**config.mk**
```make
export PLATFORM = sky130hd
export DESIGN_NAME = seg_scan_decoder
export DESIGN_NICKNAME = d
export VERILOG_FILES = /design/src/rtl/seg_scan_decoder.sv
export SDC_FILE = /design/constraint.sdc
export NUM_CORES = 1
export LEC_CHECK = 0
export CAP_MARGIN = 20
export CORE_ASPECT_RATIO = 0.5
export CORE_MARGIN = 5
export CORE_UTILIZATION = 59
export CTS_BUF_LIST = sky130_fd_sc_hd__clkbuf_8 sky130_fd_sc_hd__clkbuf_16
export DETAILED_ROUTE_END_ITERATION = 12
export GPL_ROUTABILITY_DRIVEN = 0
export GPL_TIMING_DRIVEN = 0
export PLACE_DENSITY = 0.81
export SYNTH_ARGS = -nofsm -noshare
export SYNTH_HDL_FRONTEND = slang
export SYNTH_SLANG_ARGS = --single-unit
```
**constraint.sdc**
```tcl
create_clock -name clk -period 5.4 [get_ports clk]
set_input_delay 0.54 -clock clk [delete_from_list [all_inputs] [get_ports clk]]
set_output_delay 0.54 -clock clk [all_outputs]
set_load 0.02 [all_outputs]
```
**src/rtl/seg_scan_decoder.sv**
```systemverilog
// Multiplexed 7-segment scan decoder: recovers the four displayed BCD digits,
// their binary value, a dark-display indication and protocol/decode errors.
//
// state    | meaning
// ST_BLANK | display dark, waiting for the first valid digit
// ST_SCAN  | collecting digits into per-anode holding registers
// ST_CONV  | mask full; publish the frame unless a violation was seen
module seg_scan_decoder #(
   parameter int STABLE_CNT    = 2,
   parameter int BLANK_TIMEOUT = 64
) (
   input  logic        clk,
   input  logic        rst,
   input  logic [6:0]  led_seg,
   input  logic        a1,
   input  logic        a2,
   input  logic        a3,
   input  logic        a4,
   output logic [3:0]  val1,
   output logic [3:0]  val2,
   output logic [3:0]  val3,
   output logic [3:0]  val4,
   output logic [13:0] time_val,
   output logic        frame_valid,
   output logic        blank,
   output logic        seg_error
);

   typedef enum logic [1:0] {ST_BLANK, ST_SCAN, ST_CONV} state_t;

   localparam logic [3:0] STAB_LIM = 4'(STABLE_CNT);
   localparam logic [7:0] IDLE_LIM = 8'(BLANK_TIMEOUT);

   state_t      state;
   logic [10:0] raw, sync1, sync2, prev_key;
   logic [6:0]  seg_s;
   logic [3:0]  an_s;
   logic [3:0]  stab_cnt, stab_nxt;
   logic [7:0]  idle_cnt, idle_nxt;
   logic [3:0]  mask, mask_nxt, acc_bit;
   logic        bad;
   logic [3:0]  hold [4];
   logic [1:0]  idx;
   logic        active, conflict, idle, same;
   logic        accept, acc_ok, err_now, timeout;
   logic        dec_ok;
   logic [3:0]  dec_digit;
   logic [13:0] conv_val;

   // Anodes are inverted before synchronizing so the all-zero reset value reads as idle.
   assign raw   = {led_seg, ~a4, ~a3, ~a2, ~a1};
   assign seg_s = sync2[10:4];
   assign an_s  = sync2[3:0];

   always_comb begin
      idx      = 2'd0;
      active   = 1'b0;
      conflict = 1'b0;
      case (an_s)
         4'b0001: begin idx = 2'd0; active = 1'b1; end
         4'b0010: begin idx = 2'd1; active = 1'b1; end
         4'b0100: begin idx = 2'd2; active = 1'b1; end
         4'b1000: begin idx = 2'd3; active = 1'b1; end
         4'b0000: ;
         default: conflict = 1'b1;
      endcase
      idle = (an_s == 4'b0000);
   end

   always_comb begin
      dec_ok    = 1'b1;
      dec_digit = 4'd0;
      case (seg_s)
         7'b1111110: dec_digit = 4'd0;
         7'b0110000: dec_digit = 4'd1;
         7'b1101101: dec_digit = 4'd2;
         7'b1111001: dec_digit = 4'd3;
         7'b0110011: dec_digit = 4'd4;
         7'b1011011: dec_digit = 4'd5;
         7'b1011111: dec_digit = 4'd6;
         7'b1110000: dec_digit = 4'd7;
         7'b1111111: dec_digit = 4'd8;
         7'b1111011: dec_digit = 4'd9;
         default:    dec_ok    = 1'b0;
      endcase
   end

   always_comb begin
      same = active && (sync2 == prev_key);
      if (!active)
         stab_nxt = 4'd0;
      else if (same)
         stab_nxt = (stab_cnt == STAB_LIM) ? stab_cnt : stab_cnt + 4'd1;
      else
         stab_nxt = 4'd1;
      // Counter parks at the limit, so a held digit is accepted only once.
      accept   = active && (stab_nxt == STAB_LIM) && !(same && (stab_cnt == STAB_LIM));
      acc_ok   = accept && dec_ok;
      err_now  = conflict || (accept && !dec_ok);
      idle_nxt = !idle ? 8'd0 : ((idle_cnt == IDLE_LIM) ? idle_cnt : idle_cnt + 8'd1);
      timeout  = (idle_nxt == IDLE_LIM) && (idle_cnt != IDLE_LIM);
      acc_bit  = accept ? (4'b0001 << idx) : 4'b0000;
      mask_nxt = mask | acc_bit;
      conv_val = {10'd0, hold[0]} * 14'd1000 + {10'd0, hold[1]} * 14'd100
               + {10'd0, hold[2]} * 14'd10   + {10'd0, hold[3]};
   end

   always_ff @(posedge clk or negedge rst) begin
      if (!rst) begin
         sync1       <= '0;
         sync2       <= '0;
         prev_key    <= '0;
         stab_cnt    <= '0;
         idle_cnt    <= '0;
         mask        <= '0;
         bad         <= 1'b0;
         for (int i = 0; i < 4; i++) hold[i] <= '0;
         state       <= ST_BLANK;
         val1        <= '0;
         val2        <= '0;
         val3        <= '0;
         val4        <= '0;
         time_val    <= '0;
         frame_valid <= 1'b0;
         seg_error   <= 1'b0;
         blank       <= 1'b1;
      end else begin
         sync1       <= raw;
         sync2       <= sync1;
         prev_key    <= sync2;
         stab_cnt    <= stab_nxt;
         idle_cnt    <= idle_nxt;
         seg_error   <= err_now;
         frame_valid <= 1'b0;
         if (acc_ok) hold[idx] <= dec_digit;
         if (acc_ok)
            blank <= 1'b0;
         else if (timeout)
            blank <= 1'b1;
         if (timeout) begin
            state <= ST_BLANK;
            mask  <= '0;
            bad   <= 1'b0;
         end else begin
            case (state)
               ST_BLANK: begin
                  if (acc_ok) begin
                     state <= ST_SCAN;
                     mask  <= acc_bit;
                     bad   <= 1'b0;
                  end
               end
               ST_SCAN: begin
                  mask <= mask_nxt;
                  bad  <= bad | err_now;
                  if (&mask_nxt) state <= ST_CONV;
               end
               ST_CONV: begin
                  if (!bad) begin
                     val1        <= hold[0];
                     val2        <= hold[1];
                     val3        <= hold[2];
                     val4        <= hold[3];
                     time_val    <= conv_val;
                     frame_valid <= 1'b1;
                  end
                  // A digit landing in this cycle starts the next frame.
                  mask  <= acc_bit;
                  bad   <= err_now;
                  state <= ST_SCAN;
               end
               default: state <= ST_BLANK;
            endcase
         end
      end
   end

endmodule
```
==> results list, run 1 <==
- TritonCTS created 9 clock buffers.
* Vias per inst: 5.437
- Part of the total power dissipated in the clock network: 37.3%
* Remaining number of nets flagged by the antenna check after routing: 0
* Global-route wire length before repair: 19260 um
- Power Density: 248.4 mW/mm^2
* Insertion delay to the later sink of the worst-skew pair: 0.35 ns
* Category of the critical setup timing path: register to register
- After clock tree synthesis, the clock-pin slew on the worst setup and hold paths is 0.07 ns.
* Clock tree from TritonCTS: built
- WP data arrival: 4.78 ns
- The core region is 0.009603 mm^2.
* Global route total overflow: 0
- For this run, the leading register cell type out of synthesis is sky130_fd_sc_hd__dfrtp_1.
* CTS Hold Buffers Added: 0
* Period utilization: 83.45%
* Via count of the first global-routing pass: 4140
* Outcome: finished, final reports clean
- Mean area per synthesized cell: 10.37 um^2
- Average wire length per cell after detail routing: 14.38 um
* Main area contributors after synthesis: sky130_fd_sc_hd__dfrtp_1 (42%), sky130_fd_sc_hd__ha_1 (13%), sky130_fd_sc_hd__fa_1 (5.8%), sky130_fd_sc_hd__nand2_1 (4.9%), sky130_fd_sc_hd__xnor2_1 (4.0%)
* Portion of synthesized cell area occupied by the leading cell type: 41.98%
* # IOs: 46
* Combinational power share: 16.0%
* Fin Hold WS: 0.1488 ns
* Number of DRC markers in iteration 0: 230
- Total nets after synthesis: 658
- Post-CTS repair changed the size of 0 cells.
* Length in cells of the worst reg-to-reg path: 16
* Number of iterations in the first detailed-routing pass: 5
- Number of input and output port buffers inserted: 45
* Async set or reset register ratio after synthesis: 100.0%
- Critical Path Fanout Max: 7
- Maximum number of pins on one net before global-route repair: 63
- Worst slew margin relative to its limit: 45.93%
- Half-perimeter wire length of the detailed placement result: 8262 um
- The area growth from synthesis to layout is 15.99%.
* Number of rows created at floorplan: 25
- Clock skew on the completed layout was measured at 0.008733 ns.
* Antenna violations before repair: 0
- Share of power burned in registers: 46.6%
- Setup repair after global routing left no endpoint under its margin.
- Effective utilization at floorplan: 61.45%
- Routed Wire Length: 11020 um
- Via count: 4165
- Number of unique standard cell types used by synthesis: 66
- Worst Path Required: 5.67 ns
- The analysis attributes to net switching a power of 0.0004905 W.
* Crit end category: register
- Global routing used 20.02% of the available tracks.
- Summed over all cells, the static leakage comes to 3.342 nW.
- Fmax: 221.9 MHz
- The tightest min-delay check is of the input pin to asynchronous set/reset pin type.
- The cell area that synthesis handed to floorplanning was 0.005901 mm^2.
- DIE AREA: 0.01222 mm^2
* Share of post-route cells with drive strength above 1: 9.509%
- Sink Count: 100
- The number of failing hold endpoints at the final stage was 0.
* Source of the worst register-to-register timing path: hold[14]
- Final layout net count: 715
* Warnings from Yosys: 0
- Tmin final: 4.506 ns
- Deepest level of the CTS H-tree: 3
- N_diodes: 0
* Worst reg2reg endpoint: time_val[13]
- The tree is rooted in a sky130_fd_sc_hd__clkbuf_16.
* Final Max Tran Viols: 0
- The cell count after synthesis came out at 569.
- Across the whole layout, storage elements account for 0.002504 mm^2.
- Across the VDD grid, the largest voltage drop is 167.9 uV.
- Setup violations remaining at the end of the flow were counted as 0.
- In this run the deepest clock path goes through 2 buffers.
- Count of filler cells inserted in the layout: 719
* Area used by multi-input combinational logic: 0.003075 mm^2
- Die outline width: 151.4 um
* Setup slack of the worst register-to-register path: 0.89 ns
* Flip-flop and latch count after synthesis: 100
* Kind of start point of the critical path: register
- Most area-hungry cell type in the Yosys netlist: sky130_fd_sc_hd__dfrtp_1
- Maximum capacitance violations: 0
* Actual slew at the worst max-slew pin: 0.8037 ns
- Sequential share of the synthesized area: 42.43%
- The die is 80.72 um tall.
* Switching Fraction: 28.85%
- Number of synthesized flops with an enable pin: 0
- Number of setup buffers added after CTS: 0
* Internal cell power: 0.001210 W
- Post-detailed-route DRC marker count: 0
- Total Negative Setup Slacks: 0 ns
==> layout by cell type, fill, tap and decap left out, drive strengths merged, types with 4 or more instances in the layout <==
cell / Yosys / layout
nand2: 79 / 79
or4: 4 / 4
nor3: 10 / 10
nor2: 34 / 34
a21oi: 18 / 18
nand2b: 6 / 6
nand3: 12 / 12
o2bb2ai: 4 / 4
nand4: 8 / 8
o21a: 4 / 4
nor4: 5 / 5
ha: 59 / 59
mux2: 13 / 13
o21ai: 33 / 33
fa: 17 / 17
or3: 5 / 5
buf: 13 / 15
xor2: 10 / 10
nor2b: 5 / 5
a21o: 5 / 5
xnor2: 27 / 27
inv: 54 / 59
clkdlybuf4s50: 0 / 44
dfrtp: 99 / 99
clkbuf: 5 / 14
==> cells in the mapped netlist, drive strengths merged (2+ instances only) <==
master,number
o211a,2
o41ai,3
nor4,5
nor4b,3
a21o,5
o21a,4
mux2,13
o21ai,33
buf,13
inv,54
o2111ai,3
nand3b,2
a211oi,2
a32oi,2
nor2,34
ha,59
a31oi,3
a2111oi,2
nor2b,5
fa,17
a21oi,18
nor3,10
clkbuf,5
nand4,8
nand2,79
xnor2,27
or4,4
o2bb2ai,4
dfrtp,99
nand2b,6
nand3,12
xor2,10
or3,5
==> power groups by stage <==
stage          logic (W)  registers (W)  clock network [W]
2_1_floorplan   0.000192       0.000807                  0
3_3_place_gp    0.000262       0.000806                  0
3_5_place_dp    0.000274       0.000807                  0
4_1_cts         0.000275       0.000792           0.000655
5_1_grt         0.000313       0.000796           0.000692
6_report        0.000273       0.000792           0.000635
==> critical path, stage by stage (launching register included) <==
cell and delay, ns:
sky130_fd_sc_hd__dfrtp_1 0.49, sky130_fd_sc_hd__fa_1 0.61, sky130_fd_sc_hd__inv_1 0.10, sky130_fd_sc_hd__fa_1 0.52, sky130_fd_sc_hd__inv_1 0.05, sky130_fd_sc_hd__ha_1 0.34, sky130_fd_sc_hd__nor2b_1 0.15, sky130_fd_sc_hd__o21ai_0 0.14
sky130_fd_sc_hd__nand2b_1 0.10, sky130_fd_sc_hd__xnor2_1 0.13, sky130_fd_sc_hd__ha_1 0.30, sky130_fd_sc_hd__ha_1 0.30, sky130_fd_sc_hd__ha_1 0.24, sky130_fd_sc_hd__o41ai_1 0.48, sky130_fd_sc_hd__o21ai_0 0.19, sky130_fd_sc_hd__xnor2_1 0.15
sky130_fd_sc_hd__o21ai_0 0.14
==> worst max-delay path by stage <==
stage | from | to | slack [ns] | cells after the start
after detailed placement | hold[14] | time_val[13] | 0.87 | 16
after floorplan | hold[14] | time_val[13] | 1.19 | 16
final | hold[14] | time_val[13] | 0.89 | 16
after CTS | hold[14] | time_val[13] | 0.86 | 16
after global routing | hold[14] | time_val[13] | 0.50 | 16
after global placement | rst | val3[3] | 0.20 | 1
==> logic make-up (layout without fill, tap and decap cells) <==
group | after synthesis | count (layout) | share of synthesized area [%]
AOI/OAI and AO/OA | 92 | 92 | 10.71
adders and majority gates | 76 | 76 | 18.28
muxes | 14 | 14 | 2.841
buffers and inverters | 72 | 134 | 5.449
and+or+nand+nor | 178 | 178 | 14.80
xor gates and xnor gates | 37 | 37 | 5.492
DFF | 100 | 100 | 42.43
==> area by class of cell <==
class / instances / share of cell area [%]
Clock inverter: 7 / 1.079
Tap cell: 135 / 2.468
Timing Repair Buffer: 46 / 6.947
Buffer: 18 / 1.737
Inverter: 54 / 2.962
Sequential cell: 100 / 36.58
Clock buffer: 9 / 3.291
Multi-Input combinational cell: 397 / 44.94
==> per-layer routing <==
metal	global-route usage, %	part of all wire, %	up-vias	wire, um
met2	32.98	48	87	5276
met5	0	0	-	0
met4	5.696	1.8	0	195
li1	-	-	2050	-
met1	26.52	46	2013	5031
met3	5.073	4.6	15	512
==> flip-flops by register name, summed over array words and instances (netlist names), 8 cells and up <==
signal and flops:
prev_key 11, time_val 13, idle_cnt 8, hold 16, sync1 11, sync2 11
==> per-stage QoR <==
step                total power [W]  utilization [%]  std cells  area (um^2)  setup slack, ns
floorplan                 0.0009990                -        569         5901            1.194
global placement           0.001068            67.90        749         6520           0.1973
detailed placement         0.001081            68.16        750         6545           0.8693
CTS                        0.001722            71.27        766         6844           0.8589
global route               0.001801            71.27        766         6844           0.4994
finish                     0.001700            71.27        766         6844           0.8938
Note: power is estimated with default switching activity, not from simulation.
==> inputs of run 2 (changes only) <==
CORE_UTILIZATION = 53   (was 59)
PLACE_DENSITY = 0.76   (was 0.81)
clock period = 3.8 ns   (was 5.4 ns; I/O delays follow)
==> run 2 against run 1 <==
Net effect:
- the flow now finishes with violations (setup timing)
- sequential share of layout area down 1.9 points
- combinational power grew 42%
- setup slack got worse by 1.1 ns
- register-to-register slack worse by 1.1 ns
- die area grew 10%
- final area up 5.7%
- fmax rose by 12%
- critical path type unchanged
==> results list, run 2 (same netlist as run 1, synthesis figures left out) <==
* Maximum capacitance violations: 0 (unchanged)
- The placeable core area is 0.01095 mm^2 (+14%).
- The clock-pin slew on the worst setup and hold paths is 0.07 ns (about the same).
- The switching share of total power was 29.30% (+0.45 points).
* Part of the total power dissipated in the clock network: 37.9% (+0.6 points)
- The number of diodes added for antenna fixing came to 0 (unchanged).
- The via density per instance was 5.398 (-0.72%).
- Setup repair after global routing missed its margin: true
- Signed area change from the synthesized netlist to the final layout: 22.60%
- Area of placed instances: 0.006661 mm^2 (+1.8%)
- The number of antenna violations at the first check in global routing was 0 (unchanged).
- Leakage Power: 3.406 nW (+1.9%)
- Outcome: finished, violations left
* Combinational power share: 15.9% (about the same)
* Average wire length per cell after detail routing: 14.81 um (+3.0%)
* Internal cell power: 0.001722 W (+42%)
- Clock root buffer: sky130_fd_sc_hd__clkbuf_16
- The checks that failed: setup timing.
- The transition time at the pin with the least slew margin was 0.8870 ns (+0.08327 ns).
- Half-perimeter wire length of the detailed placement result: 8287 um (+0.31%)
* Remaining number of nets flagged by the antenna check after routing: 0 (unchanged)
- Number of endpoints failing setup at the final stage: 3 (+3)
* Number of rows created at floorplan: 27 (+8.0%)
- The slowest stage of the critical path is the sky130_fd_sc_hd__fa_1 cell.
- The top achievable clock speed is 247.7 MHz (+12%).
- The worst setup path is launched from a register.
* WP data arrival: 4.31 ns (-0.47 ns)
- The global-route wire length before repair is 20360 um (+5.7%).
- Largest registers ranked by flip-flop count: hold: 16 flops, time_val: 13 flops
- The via count of the first global-routing pass is 4270 (+3.1%).
- Worst Path Required: 4.07 ns (-1.60 ns)
* Critical Path Fanout Max: 4 (-3)
- Insertion delay to the later sink of the worst-skew pair: 0.36 ns (about the same)
- The maximum buffer depth of the clock tree came to 2 (unchanged).
- Final layout net count: 730 (+2.1%)
- Final Hold Viols: 0 (unchanged)
* Register with the most flip-flops: hold
* Number of DRC markers in iteration 0: 233 (+1.3%)
* Cell type with the highest occurrence count on the critical path: sky130_fd_sc_hd__ha_4
* Clock tree from TritonCTS: built
* Count of placed standard cells including taps: 760 (+1.3%)
- The overall die area was 0.01347 mm^2 (+10%).
* Via count: 4270 (+2.5%)
* Sink Count: 100 (unchanged)
* Crit end category: register
- The post-route clock skew was 0.004937 ns (-0.003796 ns).
* Power Density: 336.6 mW/mm^2 (+35%)
- By startpoint and endpoint, the worst setup path is classified as register to register.
- Most frequent standard cell in the layout excluding fill and tap cells: sky130_fd_sc_hd__dfrtp_1
- The x dimension of the die came to 159.2 um (+5.1%).
- Global route total overflow: 0 (unchanged)
- Number of iterations in the first detailed-routing pass: 4 (-1)
- The part of the cycle the worst path needs is 106.2% (+23 points).
- Total GRT Usage: 18.42% (-1.6 points)
- The final-report max-slew violation count is 0 (unchanged).
- The top-level port count is 46 (unchanged).
- Max VDD drop: 192.4 uV (+15%)
* Delay of the slowest cell on the worst path: 0.59 ns (-0.02 ns)
- The count of non-filler cells in the finished layout came to 791 (+3.3%).
- The switching power summed over all nets was 0.0007134 W (+45%).
* Deepest level of the CTS H-tree: 3 (unchanged)
- The part of the total power dissipated in sequential elements was 46.2% (-0.4 points).
- The post-layout instance area came to 0.007234 mm^2 (+5.7%).
* Area used by multi-input combinational logic: 0.003323 mm^2 (+8.1%)
- The post-route minimum period came to 4.037 ns (-0.4689 ns).
* Routed Wire Length: 11720 um (+6.3%)
- Height of the die: 84.61 um (+4.8%)
- Share of post-route cells with drive strength above 1: 16.87% (+7.4 points)
- Worst slew margin relative to its limit: 40.32% (-5.6 points)
- The worst path setup slack after routing came to -0.2373 ns (-1.131 ns).
- The top cell types in the final layout, fill and taps aside, are sky130_fd_sc_hd__dfrtp_1 (96), sky130_fd_sc_hd__nand2_1 (77), sky130_fd_sc_hd__inv_1 (49).
- Cell-by-cell trace of the critical path: fa_1, inv_2, fa_1, inv_2, ha_4, a21oi_2, xnor2_1, ha_1, ha_4, ha_4, or3_4, o211a_1, o21a_1, o21a_1, o31ai_1
- The number of buffer cells added on primary ports came to 45 (unchanged).
- TritonCTS buffer count: 9 (unchanged)
- The final routed DRC violation total was 0 (unchanged).
- The area occupied by registers came to 0.002507 mm^2 (+0.15%).
- Maximum number of pins on one net before global-route repair: 62 (-1.6%)
* Count of filler cells inserted in the layout: 857 (+19%)
* Hold crit path type: register to register
- Effective utilization at floorplan: 53.91% (-7.5 points)
* Flip-flop count of the largest register after layout: 16 (unchanged)
run 2: worst max-delay path: cells and delay by family (launching register included):
kind                       cells  cell delay (ns)
AOI/OAI and AO/OA              5             0.81
DFF                            1             0.43
and+or+nand+nor                1             0.38
buffers and inverters          2             0.11
xor gates and xnor gates       1             0.13
adders and majority gates      6             2.09
run 2: final timing paths:
path,cells past startpoint,slack (ns),end,from
min in group asynchronous,2,0.54,idle_cnt[2],rst
min reg2reg,0,0.35,sync2[1],sync1[1]
max,15,-0.24,time_val[12],hold[15]
max in group asynchronous,3,2.55,blank,rst
min,0,0.35,sync2[1],sync1[1]
max reg2reg,15,-0.24,time_val[12],hold[15]
run 2: power groups by stage:
stage                     sequential (W)  clock (W)  combinational, W
after floorplan                  0.00115          0          0.000273
after global placement           0.00115          0          0.000375
after detailed placement         0.00115          0          0.000389
after CTS                        0.00113   0.000949          0.000392
after global routing             0.00113   0.000992          0.000442
final                            0.00113   0.000922          0.000387
run 2: area by class of cell:
cell class                      instances  area share [%]
Sequential cell                       100           34.66
Multi-Input combinational cell        397           45.94
Clock buffer                            9           3.113
Buffer                                 18           1.643
Inverter                               54           2.802
Clock inverter                          7           1.020
Timing Repair Buffer                   61           8.319
Tap cell                              145           2.508
run 2: through the flow:
stage / hold slack, ns / setup TNS, ns / total power, W / utilization [%] / setup WS (ns)
floorplan: 0.08441 / -0.2807 / 0.001420 / - / -0.1565
global placement: 0.3335 / -130.55 / 0.001521 / 60.63 / -1.676
detailed placement: 0.3347 / -1.076 / 0.001536 / 60.86 / -0.4241
CTS: 0.3525 / -0.4252 / 0.002466 / 65.56 / -0.1923
global route: 0.3598 / -1.075 / 0.002565 / 66.10 / -0.3711
finish: 0.3508 / -0.5553 / 0.002435 / 66.10 / -0.2373
run 2: routing by layer:
metal / GRT usage [%] / vias to the layer above / share of wire, %
li1: - / 2084 / -
met1: 24.42 / 2078 / 47
met2: 29.47 / 83 / 46
met3: 4.953 / 25 / 4.6
met5: 0 / - / 0
met4: 6.579 / 0 / 2.1
run 2: repair_timing:
action	CTS	global route
hold buffers	1	0
buffers inserted	13	1
endpoints found under the hold margin	6	0
setup endpoints to repair	4	6
pin swaps	18	9
gates resized for setup	24	14
==> inputs of run 3 (changes only) <==
CORE_MARGIN = 4   (was 5)
SLEW_MARGIN = 20   (was default)
==> run 3 against run 2 <==
Net effect:
- the run still ends with setup timing left
- critical endpoint unchanged
- final area down 1.9%
- die area down 3.6%
- largest cell class unchanged
- wire length down 2.8%
- count of clock-buffer cells in the layout up 2
- clock skew down 0.00092 ns
- sequential cell count unchanged
- sequential power about the same
- first-iteration DRC count down 14%
- fmax up 1.7%
==> results list, run 3 (same netlist as run 1, synthesis figures left out) <==
- Area used by multi-input combinational logic: 0.003237 mm^2 (-2.6%)
- The aggregate global-route resource usage was 19.14% (+0.72 points).
- The part of the total power dissipated in sequential elements is 46.4% (+0.2 points).
- Sink Count: 100 (unchanged)
- Flip-flop count of the largest register after layout: 16 (unchanged)
* Critical Path Start: hold[14]
- Die outline width: 157.2 um (-1.3%)
- Register with the most flip-flops: hold
- The library cells used most frequently in the layout, excluding fill and tap cells, are sky130_fd_sc_hd__dfrtp_1 (96), sky130_fd_sc_hd__nand2_1 (77), sky130_fd_sc_hd__inv_1 (51).
* Count of filler cells inserted in the layout: 817 (-4.7%)
* # IOs: 46 (unchanged)
* Combinational power share: 16.2% (+0.3 points)
* Register area: 0.002507 mm^2 (unchanged)
- The transition time at the pin with the least slew margin is 0.8940 ns (+0.007070 ns).
* Final layout net count: 726 (-0.55%)
- Fmax: 252.0 MHz (+1.7%)
* Height of the die: 82.61 um (-2.4%)
- The library cell used most frequently in the layout, excluding fill and tap cells, is sky130_fd_sc_hd__dfrtp_1.
- The final-report max-slew violation count is 0 (unchanged).
- Maximum capacitance violations: 0 (unchanged)
- Final Hold Viols: 0 (unchanged)
* Tmin final: 3.968 ns (-0.06894 ns)
- The via density per instance is 5.353 (-0.84%).
- WP data arrival: 4.22 ns (-0.09 ns)
- Via count: 4186 (-2.0%)
- The maximum buffer depth of the clock tree was 2 (unchanged).
- The endpoint identified for the worst register-to-register timing path is time_val[12].
- The total design power was 0.002426 W (-0.37%).
- Switching Power: 0.0006827 W (-4.3%)
- In this run the worst hold path is classified as register to register.
* Outcome: finished, violations left
* Source of the worst register-to-register timing path: hold[14]
* Part of the total power dissipated in the clock network: 37.4% (-0.5 points)
* Maximum number of pins on one net before global-route repair: 52 (-16%)
- Routed Wire Length: 11390 um (-2.8%)
* Setup slack of the worst register-to-register path: -0.17 ns (+0.07 ns)
- N_diodes: 0 (unchanged)
- The internal power was 0.001743 W (+1.3%).
* Length in cells of the worst reg-to-reg path: 13 (-2)
- The remaining antenna violation count is 0 (unchanged).
* Clock Pin Slew Worst Setup and Hold Paths: 0.07 ns (about the same)
- Global route total overflow: 0 (unchanged)
- Number of iterations in the first detailed-routing pass: 4 (unchanged)
- Crit end category: register
* Average wire length per cell after detail routing: 14.56 um (-1.7%)
- The starting utilization of the core area was 55.98% (+2.1 points).
- Number of DRC markers in iteration 0: 200 (-14%)
- Half-perimeter wire length of the detailed placement result: 8254 um (-0.41%)
- The via count of the first global-routing pass came to 4154 (-2.7%).
- Insertion delay to the later sink of the worst-skew pair: 0.35 ns (about the same)
* Deepest level of the CTS H-tree: 3 (unchanged)
* Switching Fraction: 28.14% (-1.2 points)
* Core outline area: 0.01054 mm^2 (-3.7%)
- The number of buffer cells added on primary ports is 45 (unchanged).
* Global-route wire length before repair: 19640 um (-3.6%)
- Largest registers ranked by flip-flop count: hold: 16 flops, time_val: 13 flops
- Fin Hold WS: 0.3493 ns (-0.001519 ns)
- TritonCTS built the clock tree.
* Period utilization: 104.4% (-1.8 points)
- Kind of start point of the critical path: register
- Power Density: 341.7 mW/mm^2 (+1.5%)
- The peak fanout along the critical path came to 4 (unchanged).
- Max VDD drop: 181.8 uV (-5.5%)
- TritonCTS buffer count: 9 (unchanged)
- Antenna violations before repair: 0 (unchanged)
* Worst Setup EP: time_val[12]
* Number of endpoints failing setup at the final stage: 2 (-1)
* Violations in the final reports: setup timing
* Number of rows created at floorplan: 26 (-3.7%)
* Leakage Power: 3.375 nW (-0.92%)
- The final routed DRC violation total came to 0 (unchanged).
- The share of post-route cells with drive strength above 1 came to 14.17% (-2.7 points).
* Signed area change from the synthesized netlist to the final layout: 20.34%
- The post-route clock skew was 0.004021 ns (-0.0009153 ns).
- Clock root buffer: sky130_fd_sc_hd__clkbuf_16
* Worst slew margin relative to its limit: 39.85% (-0.48 points)
- By startpoint and endpoint, the worst setup path is classified as register to register.
* Worst Path Required: 4.06 ns (about the same)
- The worst path setup slack after routing came to -0.1684 ns (+0.06894 ns).
- Setup repair after global routing could not meet its margin everywhere.
- The overall die area came to 0.01299 mm^2 (-3.6%).
run 3: cell types whose count changed in the layout (fill, tap and decap cells not counted), sizes merged:
cell / delta
inv: -3
clkinv: +1
clkbuf: +2
buf: -4
run 3: metal layers:
| metal | GRT usage, % | up-vias | share of wire [%] |
|---|---|---|---|
| li1 | - | 2076 | - |
| met1 | 25.44 | 2030 | 48 |
| met2 | 32.64 | 71 | 47 |
| met3 | 3.956 | 9 | 3.7 |
| met4 | 4.807 | 0 | 0.81 |
| met5 | 0 | - | 0 |
run 3: worst min path at each step:
stage	start	endpoint	slack, ns	depth (start not counted)
after floorplan	rst	bad	0.08	0
after global placement	sync1[2]	sync2[2]	0.33	0
after detailed placement	sync1[1]	sync2[1]	0.33	0
after CTS	sync1[7]	sync2[7]	0.35	0
after global routing	sync1[7]	sync2[7]	0.36	0
final	sync1[2]	sync2[2]	0.35	0
run 3: area by class of cell:
type / instances / share of cell area, %
Multi-Input combinational cell: 397 / 45.59
Sequential cell: 100 / 35.31
Timing Repair Buffer: 57 / 7.947
Clock buffer: 11 / 3.559
Inverter: 54 / 2.855
Tap cell: 140 / 2.467
Buffer: 18 / 1.674
Clock inverter: 5 / 0.5991
run 3: worst max-delay path: stages (launching register included):
cell	delay [ns]
sky130_fd_sc_hd__dfrtp_2	0.45
sky130_fd_sc_hd__ha_4	0.25
sky130_fd_sc_hd__fa_1	0.50
sky130_fd_sc_hd__inv_1	0.06
sky130_fd_sc_hd__fa_1	0.53
sky130_fd_sc_hd__inv_1	0.05
sky130_fd_sc_hd__fa_1	0.54
sky130_fd_sc_hd__ha_4	0.22
sky130_fd_sc_hd__ha_4	0.16
sky130_fd_sc_hd__or3_4	0.38
sky130_fd_sc_hd__o211a_1	0.21
sky130_fd_sc_hd__o21a_1	0.18
sky130_fd_sc_hd__o21a_1	0.17
sky130_fd_sc_hd__o31ai_1	0.18
run 3: power groups by stage:
| stage | logic, W | registers, W | clock network (W) |
|---|---|---|---|
| final | 0.000394 | 0.00113 | 0.000906 |
| after global routing | 0.000441 | 0.00113 | 0.000977 |
| after CTS | 0.000394 | 0.00113 | 0.000929 |
| after detailed placement | 0.000391 | 0.00115 | 0 |
| after global placement | 0.000375 | 0.00115 | 0 |
| after floorplan | 0.000273 | 0.00115 | 0 |
run 3: what timing repair did:
item,CTS,global route
endpoints found under the hold margin,49,0
hold buffers,1,0
cloned,0,0
setup endpoints to repair,5,6
setup buffers,7,3
gates resized for setup,8,6
pin swaps,12,4
run 3: through the flow:
stage | util, % | instances | setup TNS (ns) | instance area, um^2 | setup WS [ns]
3_3_place_gp | 62.90 | 754 | -132.68 | 6630 | -1.698
4_1_cts | 66.92 | 779 | -0.4249 | 7053 | -0.2065
6_report | 67.37 | 782 | -0.2699 | 7101 | -0.1684
3_5_place_dp | 63.18 | 755 | -0.8706 | 6659 | -0.3231
5_1_grt | 67.37 | 782 | -1.025 | 7101 | -0.3592
2_1_floorplan | - | 569 | -0.2807 | 6005 | -0.1565
